<file path="config.mk">
export PLATFORM = sky130hd
export DESIGN_NAME = mem_2r1w_be_flat
export DESIGN_NICKNAME = d
export VERILOG_FILES = /design/src/rtl/mem_2r1w_be_if.sv /design/src/rtl/mem_2r1w_be.sv /design/src/flat_wrapper.sv
export SDC_FILE = /design/constraint.sdc
export NUM_CORES = 1
export LEC_CHECK = 0
export ABC_AREA = 1
export BUFFER_PORTS_ARGS = -buffer_cell sky130_fd_sc_hd__buf_2
export CAP_MARGIN = 20
export CORE_ASPECT_RATIO = 1.1
export CORE_MARGIN = 2
export CORE_UTILIZATION = 35
export DETAILED_ROUTE_END_ITERATION = 7
export MAX_ROUTING_LAYER = met4
export PLACE_DENSITY = 0.6
export SYNTH_ARGS = -nofsm -noshare
export SYNTH_HDL_FRONTEND = slang
export SYNTH_SLANG_ARGS = --single-unit
</file>
<file path="constraint.sdc">
create_clock -name clk -period 7.9 [get_ports clk]
set_clock_uncertainty 0.1 [all_clocks]
set_input_delay 0.79 -clock clk [delete_from_list [all_inputs] [get_ports clk]]
set_output_delay 0.79 -clock clk [all_outputs]
set_load 0.1 [all_outputs]
</file>
<file path="src/rtl/mem_2r1w_be_if.sv">
// Bus bundle for mem_2r1w_be: two read ports, one byte-enabled write port
// and the status outputs.
//   master : drives rd_addr0/1, wr_addr0, wr_din0, wr_be0, we0;
//            receives rd_dout0/1, busy, wr_drop
//   slave  : the memory side of the same signals
interface mem_2r1w_be_if #(
    parameter int DATA_WIDTH = 32,
    parameter int ADDR_WIDTH = 4
);
    logic [ADDR_WIDTH-1:0]     rd_addr0;
    logic [DATA_WIDTH-1:0]     rd_dout0;
    logic [ADDR_WIDTH-1:0]     rd_addr1;
    logic [DATA_WIDTH-1:0]     rd_dout1;
    logic [ADDR_WIDTH-1:0]     wr_addr0;
    logic [DATA_WIDTH-1:0]     wr_din0;
    logic [DATA_WIDTH/8-1:0]   wr_be0;
    logic                      we0;
    logic                      busy;
    logic                      wr_drop;

    modport master (
        output rd_addr0, rd_addr1, wr_addr0, wr_din0, wr_be0, we0,
        input  rd_dout0, rd_dout1, busy, wr_drop
    );

    modport slave (
        input  rd_addr0, rd_addr1, wr_addr0, wr_din0, wr_be0, we0,
        output rd_dout0, rd_dout1, busy, wr_drop
    );
endinterface

</file>
<file path="src/rtl/mem_2r1w_be.sv">
// Two-read / one-write memory with per-byte write enables.
// Used as the core register file and as a small data RAM.
//   clk  : clock, all state changes on the rising edge
//   rst  : synchronous reset, active-low
//   bus  : mem_2r1w_be_if.slave
//          rd_addr0/rd_dout0, rd_addr1/rd_dout1 : read ports
//          wr_addr0, wr_din0, wr_be0, we0       : write port
//          busy    : 1 while in reset or clearing (writes dropped, reads 0)
//          wr_drop : registered pulse, previous cycle's write was dropped
// READ_SYNC selects registered (1) or combinational (0) reads, BYPASS
// selects write-first forwarding, CLEAR_ON_RST zeroes every entry after
// reset release.
module mem_2r1w_be #(
    parameter int DATA_WIDTH   = 32,
    parameter int DEPTH        = 16,
    parameter int ADDR_WIDTH   = (DEPTH > 1) ? $clog2(DEPTH) : 1,
    parameter int READ_SYNC    = 1,
    parameter int BYPASS       = 1,
    parameter int CLEAR_ON_RST = 1
) (
    input  logic           clk,
    input  logic           rst,
    mem_2r1w_be_if.slave   bus
);
    localparam int NBYTES = DATA_WIDTH / 8;
    localparam logic [ADDR_WIDTH:0]   DEPTH_L  = (ADDR_WIDTH+1)'(DEPTH);
    localparam logic [ADDR_WIDTH-1:0] LAST_IDX = ADDR_WIDTH'(DEPTH - 1);
    localparam bit BYPASS_EN = (BYPASS != 0);
    localparam bit CLEAR_EN  = (CLEAR_ON_RST != 0);

    typedef enum logic [1:0] {
        ST_RST   = 2'd0,
        ST_CLEAR = 2'd1,
        ST_READY = 2'd2
    } state_e;

    // Addresses at or above DEPTH do not exist (DEPTH need not be 2**n).
    function automatic logic in_range(input logic [ADDR_WIDTH-1:0] a);
        return ({1'b0, a} < DEPTH_L);
    endfunction

    // Replace the enabled bytes of old_w with the corresponding bytes of new_w.
    function automatic logic [DATA_WIDTH-1:0] be_merge(
        input logic [DATA_WIDTH-1:0] old_w,
        input logic [DATA_WIDTH-1:0] new_w,
        input logic [NBYTES-1:0]     be
    );
        logic [DATA_WIDTH-1:0] r;
        for (int i = 0; i < NBYTES; i++) begin
            if (be[i]) begin
                r[8*i +: 8] = new_w[8*i +: 8];
            end else begin
                r[8*i +: 8] = old_w[8*i +: 8];
            end
        end
        return r;
    endfunction

    state_e                  state_q, state_d;
    logic [ADDR_WIDTH-1:0]   clr_ptr_q, clr_ptr_d;
    logic                    clr_we_s;
    logic                    busy_s;
    logic                    wr_in_range_s;
    logic                    wr_acc_s;
    logic [DATA_WIDTH-1:0]   wr_old_s;
    logic [DATA_WIDTH-1:0]   wr_merge_s;
    logic                    wr_drop_q, wr_drop_d;
    logic [DATA_WIDTH-1:0]   mem_q [DEPTH];
    logic [ADDR_WIDTH-1:0]   rd_addr_s [2];
    logic [DATA_WIDTH-1:0]   rd_data_s [2];

    assign busy_s       = (state_q != ST_READY);
    assign rd_addr_s[0] = bus.rd_addr0;
    assign rd_addr_s[1] = bus.rd_addr1;

    // FSM next state: reset always wins; CLEAR walks clr_ptr over every entry.
    always_comb begin
        state_d   = state_q;
        clr_ptr_d = clr_ptr_q;
        clr_we_s  = 1'b0;
        if (!rst) begin
            state_d   = ST_RST;
            clr_ptr_d = '0;
        end else begin
            case (state_q)
                ST_RST: begin
                    state_d   = CLEAR_EN ? ST_CLEAR : ST_READY;
                    clr_ptr_d = '0;
                end
                ST_CLEAR: begin
                    clr_we_s = 1'b1;
                    if (clr_ptr_q == LAST_IDX) begin
                        state_d = ST_READY;
                    end else begin
                        clr_ptr_d = clr_ptr_q + ADDR_WIDTH'(1);
                    end
                end
                ST_READY: begin
                    state_d = ST_READY;
                end
                default: begin
                    state_d   = ST_RST;
                    clr_ptr_d = '0;
                end
            endcase
        end
    end

    // FSM registers.
    always_ff @(posedge clk) begin
        if (!rst) begin
            state_q   <= ST_RST;
            clr_ptr_q <= '0;
        end else begin
            state_q   <= state_d;
            clr_ptr_q <= clr_ptr_d;
        end
    end

    // Write qualification and byte merge against the stored word.
    always_comb begin
        wr_in_range_s = in_range(bus.wr_addr0);
        wr_acc_s      = bus.we0 && !busy_s && wr_in_range_s;
        if (wr_in_range_s) begin
            wr_old_s = mem_q[bus.wr_addr0];
        end else begin
            wr_old_s = '0;
        end
        wr_merge_s = be_merge(wr_old_s, bus.wr_din0, bus.wr_be0);
        wr_drop_d  = rst && bus.we0 && (busy_s || !wr_in_range_s);
    end

    // Storage array: clear sequencer or accepted write; never reset directly
    // so contents survive rst when clearing is disabled.
    always_ff @(posedge clk) begin
        if (clr_we_s) begin
            mem_q[clr_ptr_q] <= '0;
        end else if (wr_acc_s) begin
            mem_q[bus.wr_addr0] <= wr_merge_s;
        end
    end

    // Read data per port, with optional forwarding of an accepted write.
    always_comb begin
        for (int p = 0; p < 2; p++) begin
            rd_data_s[p] = '0;
            if (in_range(rd_addr_s[p])) begin
                if (BYPASS_EN && wr_acc_s && (rd_addr_s[p] == bus.wr_addr0)) begin
                    rd_data_s[p] = wr_merge_s;
                end else begin
                    rd_data_s[p] = mem_q[rd_addr_s[p]];
                end
            end else begin
                rd_data_s[p] = '0;
            end
        end
    end

    // Drop-indicator register.
    always_ff @(posedge clk) begin
        if (!rst) begin
            wr_drop_q <= 1'b0;
        end else begin
            wr_drop_q <= wr_drop_d;
        end
    end

    assign bus.busy    = busy_s;
    assign bus.wr_drop = wr_drop_q;

    generate
        if (READ_SYNC != 0) begin : g_sync
            logic [DATA_WIDTH-1:0] rd_dout_q [2];
            logic [DATA_WIDTH-1:0] rd_dout_d [2];

            // Registered read data is zero while busy.
            always_comb begin
                for (int p = 0; p < 2; p++) begin
                    if (busy_s) begin
                        rd_dout_d[p] = '0;
                    end else begin
                        rd_dout_d[p] = rd_data_s[p];
                    end
                end
            end

            // Read output registers.
            always_ff @(posedge clk) begin
                if (!rst) begin
                    rd_dout_q[0] <= '0;
                    rd_dout_q[1] <= '0;
                end else begin
                    rd_dout_q[0] <= rd_dout_d[0];
                    rd_dout_q[1] <= rd_dout_d[1];
                end
            end

            assign bus.rd_dout0 = rd_dout_q[0];
            assign bus.rd_dout1 = rd_dout_q[1];
        end else begin : g_comb
            // Combinational reads are forced to zero while rst is low or busy.
            assign bus.rd_dout0 = (!rst || busy_s) ? '0 : rd_data_s[0];
            assign bus.rd_dout1 = (!rst || busy_s) ? '0 : rd_data_s[1];
        end
    endgenerate
endmodule
</file>
<file path="src/flat_wrapper.sv">
// flat-port wrapper written by rule: the top's interface ports become plain ports
module mem_2r1w_be_flat 
#(
    parameter int DATA_WIDTH   = 32,
    parameter int DEPTH        = 16,
    parameter int ADDR_WIDTH   = (DEPTH > 1) ? $clog2(DEPTH) : 1,
    parameter int READ_SYNC    = 1,
    parameter int BYPASS       = 1,
    parameter int CLEAR_ON_RST = 1
)
  (clk, rst, bus_rd_addr0, bus_rd_addr1, bus_wr_addr0, bus_wr_din0, bus_wr_be0, bus_we0, bus_rd_dout0, bus_rd_dout1, bus_busy, bus_wr_drop);
  mem_2r1w_be_if #(.DATA_WIDTH(DATA_WIDTH), .ADDR_WIDTH(ADDR_WIDTH)) bus_i ();
  input  logic clk;
  input  logic rst;
  input wire logic [$bits(bus_i.rd_addr0)-1:0] bus_rd_addr0;
  input wire logic [$bits(bus_i.rd_addr1)-1:0] bus_rd_addr1;
  input wire logic [$bits(bus_i.wr_addr0)-1:0] bus_wr_addr0;
  input wire logic [$bits(bus_i.wr_din0)-1:0] bus_wr_din0;
  input wire logic [$bits(bus_i.wr_be0)-1:0] bus_wr_be0;
  input wire logic [$bits(bus_i.we0)-1:0] bus_we0;
  output wire logic [$bits(bus_i.rd_dout0)-1:0] bus_rd_dout0;
  output wire logic [$bits(bus_i.rd_dout1)-1:0] bus_rd_dout1;
  output wire logic [$bits(bus_i.busy)-1:0] bus_busy;
  output wire logic [$bits(bus_i.wr_drop)-1:0] bus_wr_drop;
  assign bus_i.rd_addr0 = bus_rd_addr0;
  assign bus_i.rd_addr1 = bus_rd_addr1;
  assign bus_i.wr_addr0 = bus_wr_addr0;
  assign bus_i.wr_din0 = bus_wr_din0;
  assign bus_i.wr_be0 = bus_wr_be0;
  assign bus_i.we0 = bus_we0;
  assign bus_rd_dout0 = bus_i.rd_dout0;
  assign bus_rd_dout1 = bus_i.rd_dout1;
  assign bus_busy = bus_i.busy;
  assign bus_wr_drop = bus_i.wr_drop;
  mem_2r1w_be #(.DATA_WIDTH(DATA_WIDTH), .DEPTH(DEPTH), .ADDR_WIDTH(ADDR_WIDTH), .READ_SYNC(READ_SYNC), .BYPASS(BYPASS), .CLEAR_ON_RST(CLEAR_ON_RST)) u_core (.clk(clk), .rst(rst), .bus(bus_i));
endmodule
</file>
==> impl_metrics.csv <==
group,metric,value,unit
run_status,status,"completed",
pwr,peakVddDrop,0.129,mV
final_layout,nFillCells,9905,
final_layout,synthToLayoutAreaGrowth,8.99,%
setup_path,crit_chain,"inv_1 > ha_1 > nand2_1 > clkinv_1 > nand2_2 > buf_4 > o21ai_1 > inv_1 > nand3_1 > nor2_4 > buf_4",
timing,slew_violations,0,
timing,fin_ws,3.32,ns
synth,yosysSeqAreaShare,0.493,
clocking,clock_sinks,583,
clocking,clkLatencyLatePin,0.63,ns
place,pre_cts_ws,3.16,ns
final_layout,regArea,0.0168,mm^2
setup_path,critPathMaxFanout,21,
synth,synth_commonest_cells,"nand2_1 (2,027), nand3_1 (1,251), edfxtp_1 (512)",
synth,synthArstFlopShare,0,
final_layout,final_nets,4403,
synth,synth_fp_nets,4497,
global_routing,grt_pass1_vias,31591,
global_routing,grt_pass1_wl,200,mm
synth,synth_area_per_cell,7.67,um^2
final_layout,final_util,0.383,
synth,synth_seq_cells,583,
route,vias_per_cell,5.82,
route,drt-initial-drc-count,4890,
timing,finalHoldViolations,0,
synth,synth_warnings,0,
clocking,cts_root_buffer,"clkbuf_16",
clocking,cts-buffers-inserted,66,
setup_path,slowest_stage,"nor2_4",
route,via_count,33048,
die,row_count,120,
route,ant_nets,0,
die,dieArea,0.0999,mm^2
setup_path,cpPeakStageDelay,0.90,ns
synth,netlist_instances,4442,
synth,syn_area,0.0341,mm^2
route,drt-total-wl,137,mm
setup_path,critPathKind,"reg -> reg",
min_path,worst_hold_path_type,"in -> reg",
place,port_buffers,116,
die,pin_count,117,
route,wl_per_cell,24.1,um
setup_path,cp-start-kind,"register",
clocking,cts_resized,0,
route,dr.pass1.iters,7,
die,initial_core_util,0.351,
pwr,p_per_area,225,mW/mm^2
global_routing,overflow,0,
final_layout,multi_input_area,0.0152,mm^2
timing,fin_crit,4.58,ns
setup_path,cp-end-kind,"register",
timing,finalCritPeriodShare,0.580,
setup_path,crit_family,"simple AND/OR/NAND/NOR gates",
pwr,leakage,0.0154,uW
setup_path,cp.arrival,4.74,ns
timing,relSlewSlack,0.190,
clocking,clkSlewWorstSetupHoldPaths,0.05,ns
die,die_w,302,um
timing,finalSetupViolCount,0,
synth,yosysTopAreaCell,"edfxtp_1",
clocking,cts_setup_buffers,0,
place,place_hpwl,71.1,mm
global_routing,antenna_found_initial,0,
clocking,cts_hold_buffers,0,
flow_run,maxCapViolations,0,
setup_path,critPathRequiredTime,8.06,ns
route,route.detailed.drc,0,
timing,tns,0,ns
synth,yosysMostFrequentCell,"nand2_1",
synth,yosys_most_used_dff,"edfxtp_1",
synth,synth_area_leaders,"edfxtp_1 (45%), nand2_1 (22%), nand3_1 (18%)",
timing,max_freq,218,MHz
global_routing,track_usage,0.275,
global_routing,grt_max_degree,134,
timing,worstMarginPinSlew,1.22,ns
die,dieHeight,331,um
setup_path,critical_path_buf_inv_count,5,
die,core,0.0970,mm^2
clocking,tritoncts,"yes",
timing,rsz0062_at_grt,"no",
synth,synth_cell_types,31,
final_layout,drive_gt1_frac,0.0918,
synth,synth.top_cell.area_share,0.451,
clocking,htree_levels,3,
final_layout,num_antenna_cells,0,
synth,synth_edf_count,512,
clocking,clk_path_buf_depth,3,
place,gp_congestion,0.876,
## power by group
group | internal (uW) | total, uW | switching [uW]
Clock | 1860 | 3180 | 1310
Sequential | 3530 | 3610 | 74.1
Combinational | 336 | 1570 | 1230
Total | 5740 | 8350 | 2620
## tightest hold or removal path: cells and delay by family
kind	cells	cell delay [ns]
buf+inv	1	0.12
simple gates	2	0.08
## final cells by class
class / instances / area share
Sequential cell: 583 / 0.452
Inverter: 39 / 0.00505
Timing Repair Buffer: 181 / 0.0314
Clock inverter: 30 / 0.00792
Tap cell: 1281 / 0.0431
Clock buffer: 91 / 0.0515
Multi-Input combinational cell: 3477 / 0.409
## per-stage QoR
| stage | power (uW) | instance area (um^2) | instances | hold WS, ns |
|---|---|---|---|---|
| global route | 8610 | 37100 | 5682 | 0.343 |
| floorplan | 4720 | 34100 | 4442 | 0.370 |
| CTS | 8340 | 37100 | 5678 | 0.324 |
| global placement | 5190 | 34900 | 5556 | 0.386 |
| detailed placement | 5200 | 34900 | 5557 | 0.396 |
| finish | 8350 | 37100 | 5682 | 0.331 |
## layout by cell type (no fill, tap or decap), types with 4 or more instances in the layout
cell type,instances
dfxtp_1,71
bufinv_16,5
ha_1,4
inv_8,4
a21oi_2,41
o22ai_1,4
inv_6,5
inv_2,6
clkinvlp_4,5
nand2_1,2026
nand2_2,15
inv_1,23
edfxtp_1,512
clkbuf_1,14
buf_4,65
nand3_1,1251
nor2_4,16
a21oi_1,27
or2_2,32
o21ai_0,5
clkinv_1,7
buf_2,107
clkbuf_8,8
clkbuf_16,71
clkinv_2,14
nor2_1,45
## path summary, 6_finish.rpt
path	start	end	slack [ns]	cells after the start
worst min-delay path	bus_we0	u_core.bus.wr_drop$_SDFF_PN0_	0.33	3
worst max register to register	u_core.state_q[0]$_SDFFE_PN0P_	u_core.mem_q[5][2]$_DFFE_PP_	3.32	11
worst min register to register	u_core.clr_ptr_q[0]$_SDFFE_PN0P_	u_core.clr_ptr_q[0]$_SDFFE_PN0P_	0.40	2
worst max-delay path	u_core.state_q[0]$_SDFFE_PN0P_	u_core.mem_q[5][2]$_DFFE_PP_	3.32	11
## cell families (layout without fill, tap and decap cells)
logic type               after synthesis  count (layout)  share of synthesized area
AO/OA/AOI/OAI                         82              82                     0.0169
XOR/XNOR                               3               3                   0.000771
adder cells (fa/ha/maj)                4               4                    0.00147
buffers and inverters                382             341                     0.0652
flip-flops                           583             583                      0.493
AND/OR/NAND/NOR                     3388            3388                      0.423
## per-layer routing
metal,wire (um),vias to the layer above,track usage,part of all wire
met5,0,-,-,0
met4,8770,0,0.164,0.064
met3,15900,563,0.0538,0.12
met2,61400,2311,0.418,0.45
met1,50800,15455,0.337,0.37
li1,-,14719,-,-
## flip-flops by register name, indices dropped and copies added (netlist names)
register and flops:
u_core.g_sync.rd_dout_q 64, u_core.state_q 2, u_core.clr_ptr_q 4, u_core.bus.wr_drop 1, u_core.mem_q 512
Note: power is estimated with default switching activity, not from simulation.
